`config.mk`:
```
export PLATFORM = sky130hd
export DESIGN_NAME = pet_mood_eval_flat
export DESIGN_NICKNAME = d
export VERILOG_FILES = /design/src/rtl/pet_mood_eval_pkg.sv /design/src/rtl/pet_mood_eval_if.sv /design/src/rtl/pet_mood_eval_need_flags.sv /design/src/rtl/pet_mood_eval.sv /design/src/flat_wrapper.sv
export SDC_FILE = /design/constraint.sdc
export NUM_CORES = 1
export LEC_CHECK = 0
export BUFFER_PORTS_ARGS = -buffer_cell sky130_fd_sc_hd__buf_2
export CORE_MARGIN = 2
export CORE_UTILIZATION = 35
export DETAILED_ROUTE_END_ITERATION = 16
export PLACE_DENSITY = 0.52
export SYNTH_ARGS = -nofsm -noshare
export SYNTH_HDL_FRONTEND = slang
export SYNTH_SLANG_ARGS = --single-unit
```
`constraint.sdc`:
```
create_clock -name clk -period 6.85 [get_ports clk]
set_clock_uncertainty 0.05 [all_clocks]
set_input_delay 1.0275 -clock clk [delete_from_list [all_inputs] [get_ports clk]]
set_output_delay 1.0275 -clock clk [all_outputs]
set_load 0.02 [all_outputs]
```
`src/rtl/pet_mood_eval_pkg.sv`:
```
`default_nettype none
// ============================================================================
//  Module   : pet_pkg
//  Brief    : Mood codes and need-channel indices shared by the pet mood
//             evaluator, its need-flag stage and its bus interface users.
//  Revision : 1.0  initial release
// ============================================================================
package pet_pkg;

    typedef logic [3:0] mood_t;

    localparam mood_t BIEN       = 4'd0;
    localparam mood_t EXCELENTE  = 4'd1;
    localparam mood_t CANSADO    = 4'd2;
    localparam mood_t DORMIDO    = 4'd3;
    localparam mood_t HAMBRIENTO = 4'd4;
    localparam mood_t ENFERMO    = 4'd5;
    localparam mood_t ABURRIDO   = 4'd6;
    localparam mood_t SUCIO      = 4'd7;
    localparam mood_t DESOLADO   = 4'd8;
    localparam mood_t DEPRESION  = 4'd9;
    localparam mood_t MUERTE     = 4'd10;

    localparam int CH_SALUD           = 0;
    localparam int CH_ALIMENTACION    = 1;
    localparam int CH_ENERGIA         = 2;
    localparam int CH_ENTRETENIMIENTO = 3;
    localparam int CH_HIGIENE         = 4;

endpackage
`default_nettype wire

```
`src/rtl/pet_mood_eval_if.sv`:
```
`default_nettype none
// ============================================================================
//  Module   : pet_mood_eval_if
//  Brief    : Need-level / mood bus between the need counters (master) and
//             the mood evaluator (slave).
//  Revision : 1.0  initial release
// ============================================================================
interface pet_mood_eval_if #(
    parameter int N_NEEDS = 5,
    parameter int LVL_W   = 3
);
    logic [N_NEEDS*LVL_W-1:0] levels;
    logic                     dormido;
    logic                     tick;
    logic [3:0]               estado;
    logic                     estado_chg;
    logic                     muerto;

    modport master (
        output levels, dormido, tick,
        input  estado, estado_chg, muerto
    );

    modport slave (
        input  levels, dormido, tick,
        output estado, estado_chg, muerto
    );
endinterface
`default_nettype wire

```
`src/rtl/pet_mood_eval_need_flags.sv`:
```
`default_nettype none
// ============================================================================
//  Module   : pet_need_flags
//  Brief    : Stage 1 of the mood evaluator. Per-channel "low" flags with
//             hysteresis plus registered dying / critical / low counts and
//             the all-channels-full indication.
//  Revision : 1.0  initial release
// ============================================================================
module pet_need_flags
    import pet_pkg::*;
#(
    parameter int N_NEEDS = 5,
    parameter int LVL_W   = 3,
    parameter int LVL_MAX = 7,
    parameter int TH_LOW  = 5,
    parameter int HYST    = 1,
    parameter int TH_CRIT = 3,
    parameter int TH_DEAD = 2,
    parameter int CNT_W   = 3
) (
    input  wire logic                     clk,
    input  wire logic                     rst,
    input  wire logic [N_NEEDS*LVL_W-1:0] i_levels,
    output logic      [N_NEEDS-1:0]       o_low,
    output logic      [CNT_W-1:0]         o_dying_cnt,
    output logic      [CNT_W-1:0]         o_crit_cnt,
    output logic      [CNT_W-1:0]         o_low_cnt,
    output logic                          o_all_max
);

    logic [N_NEEDS-1:0] r_low;
    logic [CNT_W-1:0]   r_dying_cnt;
    logic [CNT_W-1:0]   r_crit_cnt;
    logic [CNT_W-1:0]   r_low_cnt;
    logic               r_all_max;

    logic [N_NEEDS-1:0] w_low_nxt;
    logic [CNT_W-1:0]   w_dying;
    logic [CNT_W-1:0]   w_crit;
    logic [CNT_W-1:0]   w_lowc;
    logic               w_all;

    // Next low flags (level between the two thresholds keeps the old flag) and the counts.
    always_comb begin
        int lvl;
        lvl       = 0;
        w_low_nxt = r_low;
        w_dying   = '0;
        w_crit    = '0;
        w_lowc    = '0;
        w_all     = 1'b1;
        for (int i = 0; i < N_NEEDS; i++) begin
            lvl = int'(i_levels[i*LVL_W +: LVL_W]);
            if (lvl < TH_LOW) begin
                w_low_nxt[i] = 1'b1;
            end else if (lvl >= TH_LOW + HYST) begin
                w_low_nxt[i] = 1'b0;
            end
            if (lvl < TH_DEAD) w_dying = w_dying + CNT_W'(1);
            if (lvl < TH_CRIT) w_crit  = w_crit + CNT_W'(1);
            if (lvl != LVL_MAX) w_all  = 1'b0;
        end
        // The low count follows the freshly updated flags so both land in the same cycle.
        for (int i = 0; i < N_NEEDS; i++) begin
            w_lowc = w_lowc + CNT_W'(w_low_nxt[i]);
        end
    end

    // Stage 1 register.
    always_ff @(posedge clk) begin
        if (rst) begin
            r_low       <= '0;
            r_dying_cnt <= '0;
            r_crit_cnt  <= '0;
            r_low_cnt   <= '0;
            r_all_max   <= 1'b0;
        end else begin
            r_low       <= w_low_nxt;
            r_dying_cnt <= w_dying;
            r_crit_cnt  <= w_crit;
            r_low_cnt   <= w_lowc;
            r_all_max   <= w_all;
        end
    end

    assign o_low       = r_low;
    assign o_dying_cnt = r_dying_cnt;
    assign o_crit_cnt  = r_crit_cnt;
    assign o_low_cnt   = r_low_cnt;
    assign o_all_max   = r_all_max;

endmodule
`default_nettype wire

```
`src/rtl/pet_mood_eval.sv`:
```
`default_nettype none
// ============================================================================
//  Module   : pet_mood_eval
//  Brief    : Pet mood evaluator. Need flags (stage 1), priority-encoded mood
//             candidate (stage 2), tick-debounced commit with sticky death
//             latch (stage 3).
//  Revision : 1.0  initial release
// ============================================================================
module pet_mood_eval
    import pet_pkg::*;
#(
    parameter int N_NEEDS = 5,
    parameter int LVL_W   = 3,
    parameter int LVL_MAX = 7,
    parameter int TH_LOW  = 5,
    parameter int HYST    = 1,
    parameter int TH_CRIT = 3,
    parameter int TH_DEAD = 2,
    parameter int N_DEAD  = 4,
    parameter int N_DESOL = 3,
    parameter int N_DEPR  = 2,
    parameter int HOLD    = 4
) (
    input  wire logic      clk,
    input  wire logic      rst,
    pet_mood_eval_if.slave bus
);

    localparam int CNT_W = $clog2(N_NEEDS + 1);

    logic [N_NEEDS-1:0] w_low;
    logic [CNT_W-1:0]   w_dying;
    logic [CNT_W-1:0]   w_crit;
    logic [CNT_W-1:0]   w_lowc;
    logic               w_all_max;

    logic               r_dorm_d;
    mood_t              r_cand;
    mood_t              r_cand_prev;
    mood_t              w_cand_nxt;

    mood_t              r_estado;
    logic [3:0]         r_cnt;
    logic               r_chg;
    logic               r_muerto;
    mood_t              w_estado_nxt;
    logic [3:0]         w_cnt_nxt;
    logic [3:0]         w_cnt_inc;
    logic               w_chg_nxt;
    logic               w_muerto_nxt;

    pet_need_flags #(
        .N_NEEDS (N_NEEDS),
        .LVL_W   (LVL_W),
        .LVL_MAX (LVL_MAX),
        .TH_LOW  (TH_LOW),
        .HYST    (HYST),
        .TH_CRIT (TH_CRIT),
        .TH_DEAD (TH_DEAD),
        .CNT_W   (CNT_W)
    ) u_flags (
        .clk         (clk),
        .rst         (rst),
        .i_levels    (bus.levels),
        .o_low       (w_low),
        .o_dying_cnt (w_dying),
        .o_crit_cnt  (w_crit),
        .o_low_cnt   (w_lowc),
        .o_all_max   (w_all_max)
    );

    // Stage 2 priority encoder: first matching rule wins.
    always_comb begin
        w_cand_nxt = BIEN;
        if (r_dorm_d)                           w_cand_nxt = DORMIDO;
        else if (int'(w_dying) >= N_DEAD)       w_cand_nxt = MUERTE;
        else if (int'(w_crit) >= N_DESOL)       w_cand_nxt = DESOLADO;
        else if (int'(w_lowc) >= N_DEPR)        w_cand_nxt = DEPRESION;
        else if (w_low[CH_ALIMENTACION])        w_cand_nxt = HAMBRIENTO;
        else if (w_low[CH_SALUD])               w_cand_nxt = ENFERMO;
        else if (w_low[CH_HIGIENE])             w_cand_nxt = SUCIO;
        else if (w_low[CH_ENTRETENIMIENTO])     w_cand_nxt = ABURRIDO;
        else if (w_low[CH_ENERGIA])             w_cand_nxt = CANSADO;
        else if (w_all_max)                     w_cand_nxt = EXCELENTE;
    end

    // Stage 2 register; dormido is delayed one clk so it lines up with the stage 1 counts.
    always_ff @(posedge clk) begin
        if (rst) begin
            r_dorm_d    <= 1'b0;
            r_cand      <= BIEN;
            r_cand_prev <= BIEN;
        end else begin
            r_dorm_d    <= bus.dormido;
            r_cand      <= w_cand_nxt;
            r_cand_prev <= r_cand;
        end
    end

    // Stage 3 commit decision: urgent moods commit at once, others need HOLD ticks.
    always_comb begin
        w_estado_nxt = r_estado;
        w_cnt_nxt    = r_cnt;
        w_chg_nxt    = 1'b0;
        w_muerto_nxt = r_muerto;
        // A fresh candidate restarts the count; a tick in that same cycle is its first tick.
        w_cnt_inc    = ((r_cand != r_cand_prev) ? 4'd0 : r_cnt) + {3'b000, bus.tick};
        if (!r_muerto) begin
            if (r_cand == r_estado) begin
                w_cnt_nxt = 4'd0;
            end else if (r_cand == MUERTE || r_cand == DORMIDO) begin
                w_estado_nxt = r_cand;
                w_chg_nxt    = 1'b1;
                w_cnt_nxt    = 4'd0;
                w_muerto_nxt = (r_cand == MUERTE);
            end else if (int'(w_cnt_inc) >= HOLD) begin
                w_estado_nxt = r_cand;
                w_chg_nxt    = 1'b1;
                w_cnt_nxt    = 4'd0;
            end else begin
                w_cnt_nxt = w_cnt_inc;
            end
        end
    end

    // Stage 3 register: committed mood, change pulse and death latch.
    always_ff @(posedge clk) begin
        if (rst) begin
            r_estado <= BIEN;
            r_cnt    <= 4'd0;
            r_chg    <= 1'b0;
            r_muerto <= 1'b0;
        end else begin
            r_estado <= w_estado_nxt;
            r_cnt    <= w_cnt_nxt;
            r_chg    <= w_chg_nxt;
            r_muerto <= w_muerto_nxt;
        end
    end

    assign bus.estado     = r_estado;
    assign bus.estado_chg = r_chg;
    assign bus.muerto     = r_muerto;

endmodule
`default_nettype wire
```
`src/flat_wrapper.sv`:
```
// flat-port wrapper written by rule: the top's interface ports become plain ports
module pet_mood_eval_flat import pet_pkg::*;
#(
    parameter int N_NEEDS = 5,
    parameter int LVL_W   = 3,
    parameter int LVL_MAX = 7,
    parameter int TH_LOW  = 5,
    parameter int HYST    = 1,
    parameter int TH_CRIT = 3,
    parameter int TH_DEAD = 2,
    parameter int N_DEAD  = 4,
    parameter int N_DESOL = 3,
    parameter int N_DEPR  = 2,
    parameter int HOLD    = 4
)
  (clk, rst, bus_levels, bus_dormido, bus_tick, bus_estado, bus_estado_chg, bus_muerto);
  pet_mood_eval_if #(.N_NEEDS(N_NEEDS), .LVL_W(LVL_W)) bus_i ();
  input  wire logic clk;
  input  wire logic rst;
  input wire logic [$bits(bus_i.levels)-1:0] bus_levels;
  input wire logic [$bits(bus_i.dormido)-1:0] bus_dormido;
  input wire logic [$bits(bus_i.tick)-1:0] bus_tick;
  output wire logic [$bits(bus_i.estado)-1:0] bus_estado;
  output wire logic [$bits(bus_i.estado_chg)-1:0] bus_estado_chg;
  output wire logic [$bits(bus_i.muerto)-1:0] bus_muerto;
  assign bus_i.levels = bus_levels;
  assign bus_i.dormido = bus_dormido;
  assign bus_i.tick = bus_tick;
  assign bus_estado = bus_i.estado;
  assign bus_estado_chg = bus_i.estado_chg;
  assign bus_muerto = bus_i.muerto;
  pet_mood_eval #(.N_NEEDS(N_NEEDS), .LVL_W(LVL_W), .LVL_MAX(LVL_MAX), .TH_LOW(TH_LOW), .HYST(HYST), .TH_CRIT(TH_CRIT), .TH_DEAD(TH_DEAD), .N_DEAD(N_DEAD), .N_DESOL(N_DESOL), .N_DEPR(N_DEPR), .HOLD(HOLD)) u_core (.clk(clk), .rst(rst), .bus(bus_i));
endmodule
```
======== After elaboration in Yosys (flattened, before gate mapping) ========
Cells that the tools add are included.
storage, ports and cells
  flip-flop bits (word level) ............. 34
  bits in latches ......................... 0
  RAM bits ................................ 0
  bits in read-only memories .............. 0
  input bits .............................. 19
  output and inout bits ................... 6
  logic and storage cells ................. 111
  memories kept ........................... 0
cells by class
  $add $sub $neg .......................... 13
  multiply operators ...................... 0
  div/mod/pow operators ................... 0
  order comparisons ....................... 24
  equal/unequal tests ..................... 9
  shift operators ......................... 0
  muxes and demuxes ....................... 42
  bitwise logic cells ..................... 2
  reduce and logical (&&, ||, !) cells .... 7
operators by type and width
  kind                 count
  $mux 4               14
  $lt 3x2->1 const B   10
  $add 3x1->3 const B  8
  $mux 3               8
  $mux 1               19
  $ge 3x3->1 const B   6
  $lt 3x3->1 const B   5
  $ne 3x1->1 const B   5
  $reduce_or 5->1      2
  $add 3x1->3          2
  $ge 3x2->1 const B   2
  $add 4x1->4          1
  $eq 4x2->1 const B   1
  $eq 4x4->1           1
  $eq 4x4->1 const B   1
  $ge 4x3->1 const B   1
  $ne 4x4->1           1
  $add 2x1->3          1
  $reduce_and 3->1     1
  $reduce_or 3->1      1
  $add 1x1->2          1
  $mux 2               1
  $not 1->1            2
  $reduce_bool 2->1    1
  other kinds (2)      2

======== Longest topological paths before layout ========
Gate-level depths: netlist of run 1.
  depth after elaboration ................. 10
  gate-level depth with buffers ........... 11
  gate-level depth less buffers ........... 11

======== Hierarchy ========
A second synthesis of run 1 with hierarchy kept.
unflattened totals
  cell total of the unflattened synthesis .. 192
  area total of the unflattened synthesis .. 1856.8 µm²
by module, submodules not included
  module          times used  cells each  area an instance (µm²)  seq. area each (µm²)
  pet_need_flags  1           103         947.2                   300.3
  pet_mood_eval   1           89          909.6                   380.4

======== Least setup slack after synthesis of run 1 ========
Ideal clock, no wire load.
  kind .................................... input-to-reg
  from .................................... input port bus_levels[1]
  to ...................................... register u_core.u_flags.r_dying_cnt[2] (netlist: u_core.u_flags.o_dying_cnt[2])
  library setup time ...................... 0.126 ns
  data arrival time ....................... 2.757 ns
  data required time ...................... 6.674 ns
  setup slack ............................. 3.917 ns
  stages on the path ...................... 9
  buffers on the path ..................... 0
  path through ............................ or2_2 > ha_1 > xor2_1 > ha_1 > mux2_2 > ha_1 > nand2_1 > xnor2_1 > nor2_1
between the ends
  cells in the longest elaborated chain, start to end .. 10
ends and longest elaborated chain
  element               line                            RTL
  from (decl)           flat_wrapper.sv:20              input wire logic [$bits(bus_i.levels)-1:0] bus_levels;
  $lt 3x2->1 *          pet_mood_eval_need_flags.sv:59  if (lvl < TH_DEAD) w_dying = w_dying + CNT_W'(1);
  $mux 1 *              pet_mood_eval_need_flags.sv:59
  $add 3x1->3           pet_mood_eval_need_flags.sv:59
  $mux 3 *              pet_mood_eval_need_flags.sv:59
  $add 3x1->3           pet_mood_eval_need_flags.sv:59
  $mux 3 *              pet_mood_eval_need_flags.sv:59
  $add 3x1->3           pet_mood_eval_need_flags.sv:59
  $mux 3 *              pet_mood_eval_need_flags.sv:59
  $add 3x1->3           pet_mood_eval_need_flags.sv:59
  $mux 3 *              pet_mood_eval_need_flags.sv:59
  to (signal assigned)  pet_mood_eval_need_flags.sv:79  r_dying_cnt <= w_dying;
  to (decl)             pet_mood_eval_need_flags.sv:32  logic [CNT_W-1:0] r_dying_cnt;
Mark *: on every way between the ends. The rest lies on a longest branch, timed or not.
A chain may end at the register's enable or synchronous reset.

======== Worst setup path in the final report of run 1 ========
Same ends and word-level chain as after synthesis.

==> results.yml, run 1 <==
worst_setup_path:
  cp-end-kind: "flip-flop"
  required_ps: 6950
  cp-start-kind: "input pin"
  critical_path_arrival_ps: 2970
  critical_path_peak_fanout: 4
  worstSetupPathType: "in -> reg"
routing:
  firstDrtPassIters: 4
  ant_nets: 0
  dr_wl_met3_um: 121
  first_iter_violations: 22
  vias: 1267
  top_layer: "met4"
  viasPerCell: 4.949
  dr_wl_met2_mm: 1.525
  drc: 0
  wl_per_cell_um: 12.17
  wl_mm: 3.116
  wl_met1_mm: 1.428
logic_synthesis:
  synth_top_cell_area_share_pct: 37.89
  synthMostInstantiatedCell: "dfxtp_1"
  synth_commonest_cells: "dfxtp_1 (31), nor2_1 (20), nor2b_1 (17), xor2_1 (14), ha_1 (11)"
  yosys.cell_types.count: 35
  netlist_area_sq_um: 1638
  yosysWarnings: 0
  yosys.area.top_type: "dfxtp_1"
  synth_edf_count: 0
  ys_top_cells_by_area: "dfxtp_1 (38%), ha_1 (8.4%), xor2_1 (7.5%)"
  synth_nets: 206
  syn_inst: 175
  synth_flop_cell: "dfxtp_1"
  syn_avg_cell_area_sq_um: 9.359
  ys_seq_elements: 31
  yosysSeqAreaShare_pct: 37.89
  async_flop_share_pct: 0
floorplan:
  core_area_sq_um: 4444
  die_w_um: 72.41
  row_count: 24
  ios: 25
  start_util_pct: 36.85
  die_y_um: 72.41
  design.die.area_sq_um: 5242
timing:
  timing.setup.tns_ps: 0
  rsz0062_at_grt: "no"
  fmax_mhz: 348.9
  timing.slew.headroom_pct: 67.33
  finalWorstSetupSlack_ps: 3984
  setup_viol: 0
  drv_slew: 0
  post-route-period-util_pct: 41.84
  fin_crit_ps: 2866
  worstMarginPinSlew_ps: 490.0
  hold_viol: 0
global_route:
  grt_max_degree: 28
  antenna_found_initial: 0
  grt_pass1_wl_mm: 5.595
  gr-total-overflow: 0
  track_usage_pct: 13.64
  grt_pass1_vias: 1312
clocking:
  clock_latency_ps: 280
  cts_tree: "yes"
  postCtsHoldBufs: 0
  path_clk_slew_ps: 60
  post_cts_buffers: 0
  cts-htree-levels: 2
  cts_buffers: 5
  cts_sinks: 31
  clockBufferDepth: 2
  cts-root-buf: "clkbuf_8"
  cts-resized-gates: 0
placed_design:
  pre_cts_ws_ps: 3685
  place.gp.congestion: 0.8167
  portBuffers: 24
  dp_hpwl_mm: 2.475
power:
  leakagePower_nw: 0.8841
  irDropWorstVdd_uv: 137.1
  power.density_nw_per_um2: 251.1
finish:
  syn2layout_area_growth_pct: 17.34
  nets: 234
  final_layout_size_suffix_gt1_share_pct: 21.57
  n_fill_cell: 457
  diodes: 0
worst_hold_path:
  hold_path_class: "reg -> reg"
outcome:
  status: "completed"
job:
  max_cap_violations: 0
## cell usage in the layout (no fill, tap or decap), types with 2 or more instances in the layout
cell type  Yosys  layout
o21a_1         3       3
a21oi_1       10      10
and2_1         6       6
nand2_1        9       9
nand4_1        5       5
buf_2          0      24
a211oi_1       2       2
nor4_1         5       5
or2_2          3       3
o21ai_0        3       3
mux2_4         4       4
clkbuf_8       0       6
nor2b_1       17      17
xnor2_1        5       5
ha_1          11      11
a32o_1         2       2
xor2_1        14      14
nor2_1        20      20
inv_1          6       6
dfxtp_1       31      31
nand3_1        2       2
## cells by family after synthesis
| logic type | after synthesis | synth area share (%) |
|---|---|---|
| AOI/OAI and AO/OA | 24 | 9.626 |
| buffers and inverters | 9 | 2.521 |
| adders and majority gates | 12 | 9.626 |
| and+or+nand+nor | 74 | 25.21 |
| xor gates and xnor gates | 19 | 10.16 |
| DFF | 31 | 37.89 |
| muxes | 6 | 4.966 |
## report_power, final
group	switching [mW]	total [mW]	internal, mW
Sequential	0.0115	0.207	0.196
Clock	0.0659	0.183	0.118
Combinational	0.0494	0.0921	0.0428
Total	0.127	0.483	0.356
## critical path, stage by stage
cell     delay (ps)
buf_2           120
or2_2           300
ha_1            330
xor2_1          230
ha_1            260
mux2_2          260
ha_1            200
nand2_1          70
xnor2_1         120
nor2_1           50
## path summary, 6_finish.rpt
| check | start | depth (start not counted) | slack, ps | endpoint |
|---|---|---|---|---|
| worst max register to register | u_core.r_cand[1]$_SDFF_PP0_ | 9 | 4450 | u_core.bus.estado[1]$_SDFFE_PP0P_ |
| worst min-delay path | u_core.r_cnt[0]$_SDFFE_PP0N_ | 1 | 420 | u_core.r_cnt[0]$_SDFFE_PP0N_ |
| worst min register to register | u_core.r_cnt[0]$_SDFFE_PP0N_ | 1 | 420 | u_core.r_cnt[0]$_SDFFE_PP0N_ |
| worst max-delay path | bus_levels[1] | 10 | 3980 | u_core.u_flags.o_dying_cnt[2]$_SDFF_PP0_ |
## layer usage
metal  global-route usage [%]  up-vias
li1                         -      653
met1                    15.35      583
met2                    23.65       27
met3                    4.167        4
met4                    6.173        0
met5                        0        -
## flip-flops by register name, indices dropped and copies added, names as in the netlist, 2 cells and up
signal	flops
u_core.u_flags.o_low_cnt	2
u_core.r_cand	4
u_core.u_flags.o_crit_cnt	3
u_core.r_cnt	4
u_core.u_flags.o_low	5
u_core.r_cand_prev	4
u_core.bus.estado	4
## through the flow
step           util, %  power [mW]  hold slack, ps  instance area, sq um  instances
2_1_floorplan        -      0.2796           383.7                  1638        175
3_3_place_gp     40.60      0.3018           395.7                  1804        248
3_5_place_dp     40.60      0.3047           408.1                  1804        248
4_1_cts          43.24      0.4898           423.3                  1922        256
5_1_grt          43.24      0.5113           442.1                  1922        256
6_report         43.24      0.4827           418.7                  1922        256
## final cells by class
| cell class | instances | area [sq um] | share of cell area (%) |
|---|---|---|---|
| flip-flops and latches | 31 | 620.6 | 32.29 |
| multi-input cells | 135 | 975.9 | 50.78 |
| clock buffers | 6 | 82.58 | 4.297 |
| well taps | 52 | 65.06 | 3.385 |
| repair buffers | 24 | 120.1 | 6.250 |
| inverters | 6 | 22.52 | 1.172 |
| clock inverters | 2 | 35.03 | 1.823 |
(Power assumes the default switching activity.)
==> run 2: changes to the inputs <==
--- a/config.mk
+++ b/config.mk
@@ -9,7 +9,7 @@
 export CORE_MARGIN = 2
 export CORE_UTILIZATION = 35
 export DETAILED_ROUTE_END_ITERATION = 16
-export PLACE_DENSITY = 0.52
+export PLACE_DENSITY = 0.53
 export SYNTH_ARGS = -nofsm -noshare
 export SYNTH_HDL_FRONTEND = slang
 export SYNTH_SLANG_ARGS = --single-unit
==> constraint.sdc (replaced) <==
create_clock -name clk -period 2.4 [get_ports clk]
set_clock_uncertainty 0.05 [all_clocks]
set_input_delay 0.36 -clock clk [delete_from_list [all_inputs] [get_ports clk]]
set_output_delay 0.36 -clock clk [all_outputs]
set_load 0.02 [all_outputs]
==> run 2 against run 1 <==
Global-route usage grew 0.33 points. Final area rose by 3.8%. Final cell count rose by 3.9%. Via count up 3.7%. Clock-buffer cell count did not move. Wire length is 2.2% higher. Core utilization rose by 1.7 points. Sequential share of layout area fell by 1.0 points. Largest power group unchanged.
==> results.yml, run 2 (synthesis results as in run 1) <==
clocking:
  cts-root-buf: "clkbuf_8"
  cts-htree-levels: 2
  clock_latency_ps: 270
  clockBufferDepth: 2
  cts_buffers: 5
  postCtsHoldBufs: 0
  cts_sinks: 31
  path_clk_slew_ps: 60
  cts_tree: "yes"
finish:
  largest_reg_flops: 5
  syn2layout_area_growth_pct: 21.85
  nets: 246
  n_fill_cell: 472
  diodes: 0
  finalInstanceArea_sq_um: 1996
  instances_no_fill: 266
  multi_input_comb_area_sq_um: 1001
  layout_common_cells: "dfxtp_1 (30), buf_2 (24), nor2_1 (20)"
  final_common_cell: "dfxtp_1"
  seqCellArea_sq_um: 624.3
  final_util_pct: 44.90
  final_layout_size_suffix_gt1_share_pct: 27.10
worst_setup_path:
  critical_path_peak_fanout: 5
  required_ps: 2510
  critical_path_arrival_ps: 2380
  worstSetupPathType: "reg -> reg"
  cp-start-kind: "flip-flop"
  cp-end-kind: "flip-flop"
  rrSetupSlack_ps: 130
placed_design:
  placed_area_sq_um: 1879
  dp_hpwl_mm: 2.606
  portBuffers: 24
  dp.cells: 258
  place.gp.congestion: 0.7927
  pre_cts_ws_ps: -52.68
routing:
  wl_mm: 3.184
  drc: 0
  wl_per_cell_um: 11.97
  first_iter_violations: 27
  firstDrtPassIters: 4
  ant_nets: 0
  viasPerCell: 4.940
  vias: 1314
timing:
  worstMarginPinSlew_ps: 470.5
  fin_crit_ps: 2267
  setup_viol: 0
  rsz0062_at_grt: "yes"
  hold_viol: 0
  hold-worst-slack_ps: 271.8
  post-route-period-util_pct: 94.47
  fmax_mhz: 441.1
  timing.setup.tns_ps: 0
  timing.slew.headroom_pct: 68.34
  drv_slew: 0
  finalWorstSetupSlack_ps: 132.7
global_route:
  antenna_found_initial: 0
  grt_pass1_wl_mm: 5.720
  grt_pass1_vias: 1380
  grt_max_degree: 28
  gr-total-overflow: 0
  track_usage_pct: 13.97
power:
  irDropWorstVdd_uv: 218.5
  power.density_nw_per_um2: 629.6
  p_total_mw: 1.257
  leakagePower_nw: 0.9156
outcome:
  status: "completed"
floorplan:
  design.die.area_sq_um: 5242
  row_count: 24
  start_util_pct: 36.85
  die_y_um: 72.41
  core_area_sq_um: 4444
  ios: 25
  die_w_um: 72.41
job:
  max_cap_violations: 0
worst_hold_path:
  hold_path_class: "in -> reg"
## run 2: layout make-up
type | instances | share of cell area [%]
clock buffers | 6 | 3.636
flip-flops and latches | 31 | 31.29
repair buffers | 36 | 10.53
well taps | 52 | 3.260
inverters | 6 | 1.129
multi-input cells | 135 | 50.16
## run 2: path summary, 6_finish.rpt
| path | startpoint | end | cells past startpoint |
|---|---|---|---|
| max | u_core.r_cand[2]$_SDFF_PP0_ | u_core.bus.estado[1]$_SDFFE_PP0P_ | 9 |
| min | bus_dormido | u_core.r_dorm_d$_SDFF_PP0_ | 2 |
| min reg2reg | u_core.r_cnt[0]$_SDFFE_PP0N_ | u_core.r_cnt[0]$_SDFFE_PP0N_ | 1 |
| max reg2reg | u_core.r_cand[2]$_SDFF_PP0_ | u_core.bus.estado[1]$_SDFFE_PP0P_ | 9 |
## run 2: timing repair
action                                  4_1_cts  5_1_grt
setup buffers                                 0        2
resized for setup                             0        7
endpoints found under the setup margin        0        4
## run 2: power by group
part | internal [mW] | total [mW] | switching (mW) | leakage, nW
clock network | 0.193 | 0.361 | 0.169 | 0.0371
registers | 0.559 | 0.587 | 0.0279 | 0.255
logic | 0.154 | 0.308 | 0.154 | 0.623
total | 0.906 | 1.26 | 0.350 | 0.916
## run 2: per-layer routing
metal / vias up / track usage, % / share of wire (%)
met5: - / 0 / 0
met4: 0 / 4.321 / 0.75
met3: 2 / 5.000 / 4.1
met2: 25 / 24.87 / 52
met1: 614 / 15.54 / 44
li1: 673 / - / -
## run 2: worst max-delay path: stages, from the launching register on
cell	delay [ps]
dfxtp_4	350
xor2_2	140
nor4_2	330
and2_1	190
ha_2	220
ha_4	130
and2_1	110
nand4_1	140
nand3_4	180
mux2_4	310
==> run 3: changes to the inputs <==
==> constraint.sdc (replaced) <==
create_clock -name clk -period 2.4 [get_ports clk]
set_clock_uncertainty 0.05 [all_clocks]
set_input_delay 0 -clock clk [delete_from_list [all_inputs] [get_ports clk]]
set_output_delay 0 -clock clk [all_outputs]
set_load 0.02 [all_outputs]
==> run 3 against run 2 <==
Core utilization decreased by 0.14 points. Combinational power is 8.1% lower. Via count grew 0.99%. Clock-buffer cell count is 1 higher. Sequential share of layout area rose by 0.22 points. Critical path depth unchanged. Die area did not move. Final cell count fell by 0.75%. Power up 0.38%. Global-route usage fell by 0.54 points. Critical path type unchanged. Critical endpoint is now u_core.bus.estado[2]$_SDFFE_PP0P_. Largest power group unchanged. Highest routed layer unchanged.
==> results.yml, run 3 (synthesis results as in run 1) <==
finish:
  largest_reg_flops: 5
  final_layout_size_suffix_gt1_share_pct: 25.47
  layout_common_cells: "dfxtp_1 (28), buf_2 (24), nor2_1 (20)"
  diodes: 0
  n_fill_cell: 447
  final_util_pct: 44.76
  syn2layout_area_growth_pct: 21.47
  instances_no_fill: 264
  nets: 242
  final_common_cell: "dfxtp_1"
  seqCellArea_sq_um: 626.9
  multi_input_comb_area_sq_um: 1003
timing:
  worstMarginPinSlew_ps: 476.8
  fin_crit_ps: 2325
  timing.slew.headroom_pct: 68.22
  setup_viol: 0
  drv_slew: 0
  timing.setup.tns_ps: 0
  hold_viol: 0
  post-route-period-util_pct: 96.87
  fmax_mhz: 430.1
clocking:
  cts_tree: "yes"
  cts_sinks: 31
  clockBufferDepth: 2
  cts_buffers: 5
  clock_latency_ps: 280
  path_clk_slew_ps: 60
  cts-root-buf: "clkbuf_8"
  cts-htree-levels: 2
worst_hold_path:
  hold_path_class: "in -> reg"
job:
  max_cap_violations: 0
worst_setup_path:
  critical_path_arrival_ps: 2440
  required_ps: 2520
  cp-start-kind: "flip-flop"
  worstSetupPathType: "reg -> reg"
  critical_path_peak_fanout: 5
  cp-end-kind: "flip-flop"
  rrSetupSlack_ps: 80
routing:
  vias: 1327
  wl_per_cell_um: 12.42
  wl_mm: 3.278
  viasPerCell: 5.027
  ant_nets: 0
  drc: 0
  firstDrtPassIters: 4
  first_iter_violations: 30
floorplan:
  die_y_um: 72.41
  die_w_um: 72.41
  core_area_sq_um: 4444
  design.die.area_sq_um: 5242
  row_count: 24
  ios: 25
  start_util_pct: 36.85
global_route:
  track_usage_pct: 13.43
  antenna_found_initial: 0
  grt_pass1_wl_mm: 5.471
  grt_pass1_vias: 1277
  grt_max_degree: 28
  gr-total-overflow: 0
power:
  leakagePower_nw: 0.9009
  power.density_nw_per_um2: 634.0
  irDropWorstVdd_uv: 277.2
placed_design:
  dp_hpwl_mm: 2.468
  dp.cells: 249
  portBuffers: 24
  place.gp.congestion: 0.8500
outcome:
  status: "completed"
==> run 3: per-layer routing <==
| metal | share of wire (%) | GRT usage [%] | vias to the layer above | wire (um) |
|---|---|---|---|---|
| li1 | - | - | 675 | - |
| met1 | 44 | 15.40 | 608 | 1426 |
| met2 | 49 | 22.53 | 34 | 1595 |
| met3 | 5.0 | 3.889 | 10 | 163 |
| met4 | 2.8 | 7.202 | 0 | 92 |
| met5 | 0 | 0 | - | 0 |
==> run 3: power breakdown <==
group / switching (mW) / internal [mW] / total [mW]
clock: 0.181 / 0.203 / 0.384
sequential: 0.0337 / 0.561 / 0.594
combinational: 0.147 / 0.136 / 0.283
total: 0.362 / 0.900 / 1.26
==> run 3: through the flow <==
step / setup WS (ps) / instance area [sq um] / hold slack, ps / power [mW]
2_1_floorplan: 226.8 / 1638 / 78.18 / 0.7981
3_3_place_gp: 124.9 / 1812 / 195.9 / 0.8699
3_5_place_dp: 92.27 / 1812 / 188.3 / 0.8780
4_1_cts: 80.84 / 1933 / 18.77 / 1.269
5_1_grt: -60.02 / 1989 / 51.50 / 1.342
6_report: 75.11 / 1989 / 24.58 / 1.261
==> run 3: timing repair <==
item | 4_1_cts | 5_1_grt
hold buffers | 4 | 0
setup endpoints to repair | 0 | 4
setup buffers | 0 | 3
gates resized for setup | 0 | 10
hold endpoints to repair | 2 | 0
==> run 3: layout make-up <==
class | count | share of cell area [%]
Clock buffer | 7 | 3.836
Clock inverter | 1 | 0.2516
Inverter | 6 | 1.132
Multi-Input combinational cell | 135 | 50.44
Sequential cell | 31 | 31.51
Tap cell | 52 | 3.270
Timing Repair Buffer | 32 | 9.560
==> run 3: worst paths after layout <==
kind | cells past startpoint | end | startpoint
min | 3 | u_core.u_flags.o_low[1]$_SDFF_PP0_ | bus_levels[5]
min reg2reg | 1 | u_core.r_cnt[0]$_SDFFE_PP0N_ | u_core.r_cnt[0]$_SDFFE_PP0N_
max | 9 | u_core.bus.estado[2]$_SDFFE_PP0P_ | u_core.r_cand_prev[2]$_SDFF_PP0_
max reg2reg | 9 | u_core.bus.estado[2]$_SDFFE_PP0P_ | u_core.r_cand_prev[2]$_SDFF_PP0_
==> run 3: worst max-delay path, stage by stage (launching register included) <==
cell	delay, ps
dfxtp_1	330
xor2_2	180
nor4_2	330
and2_1	190
ha_2	220
ha_4	150
and2_4	130
nand4_1	150
nand3_4	180
mux2_4	300
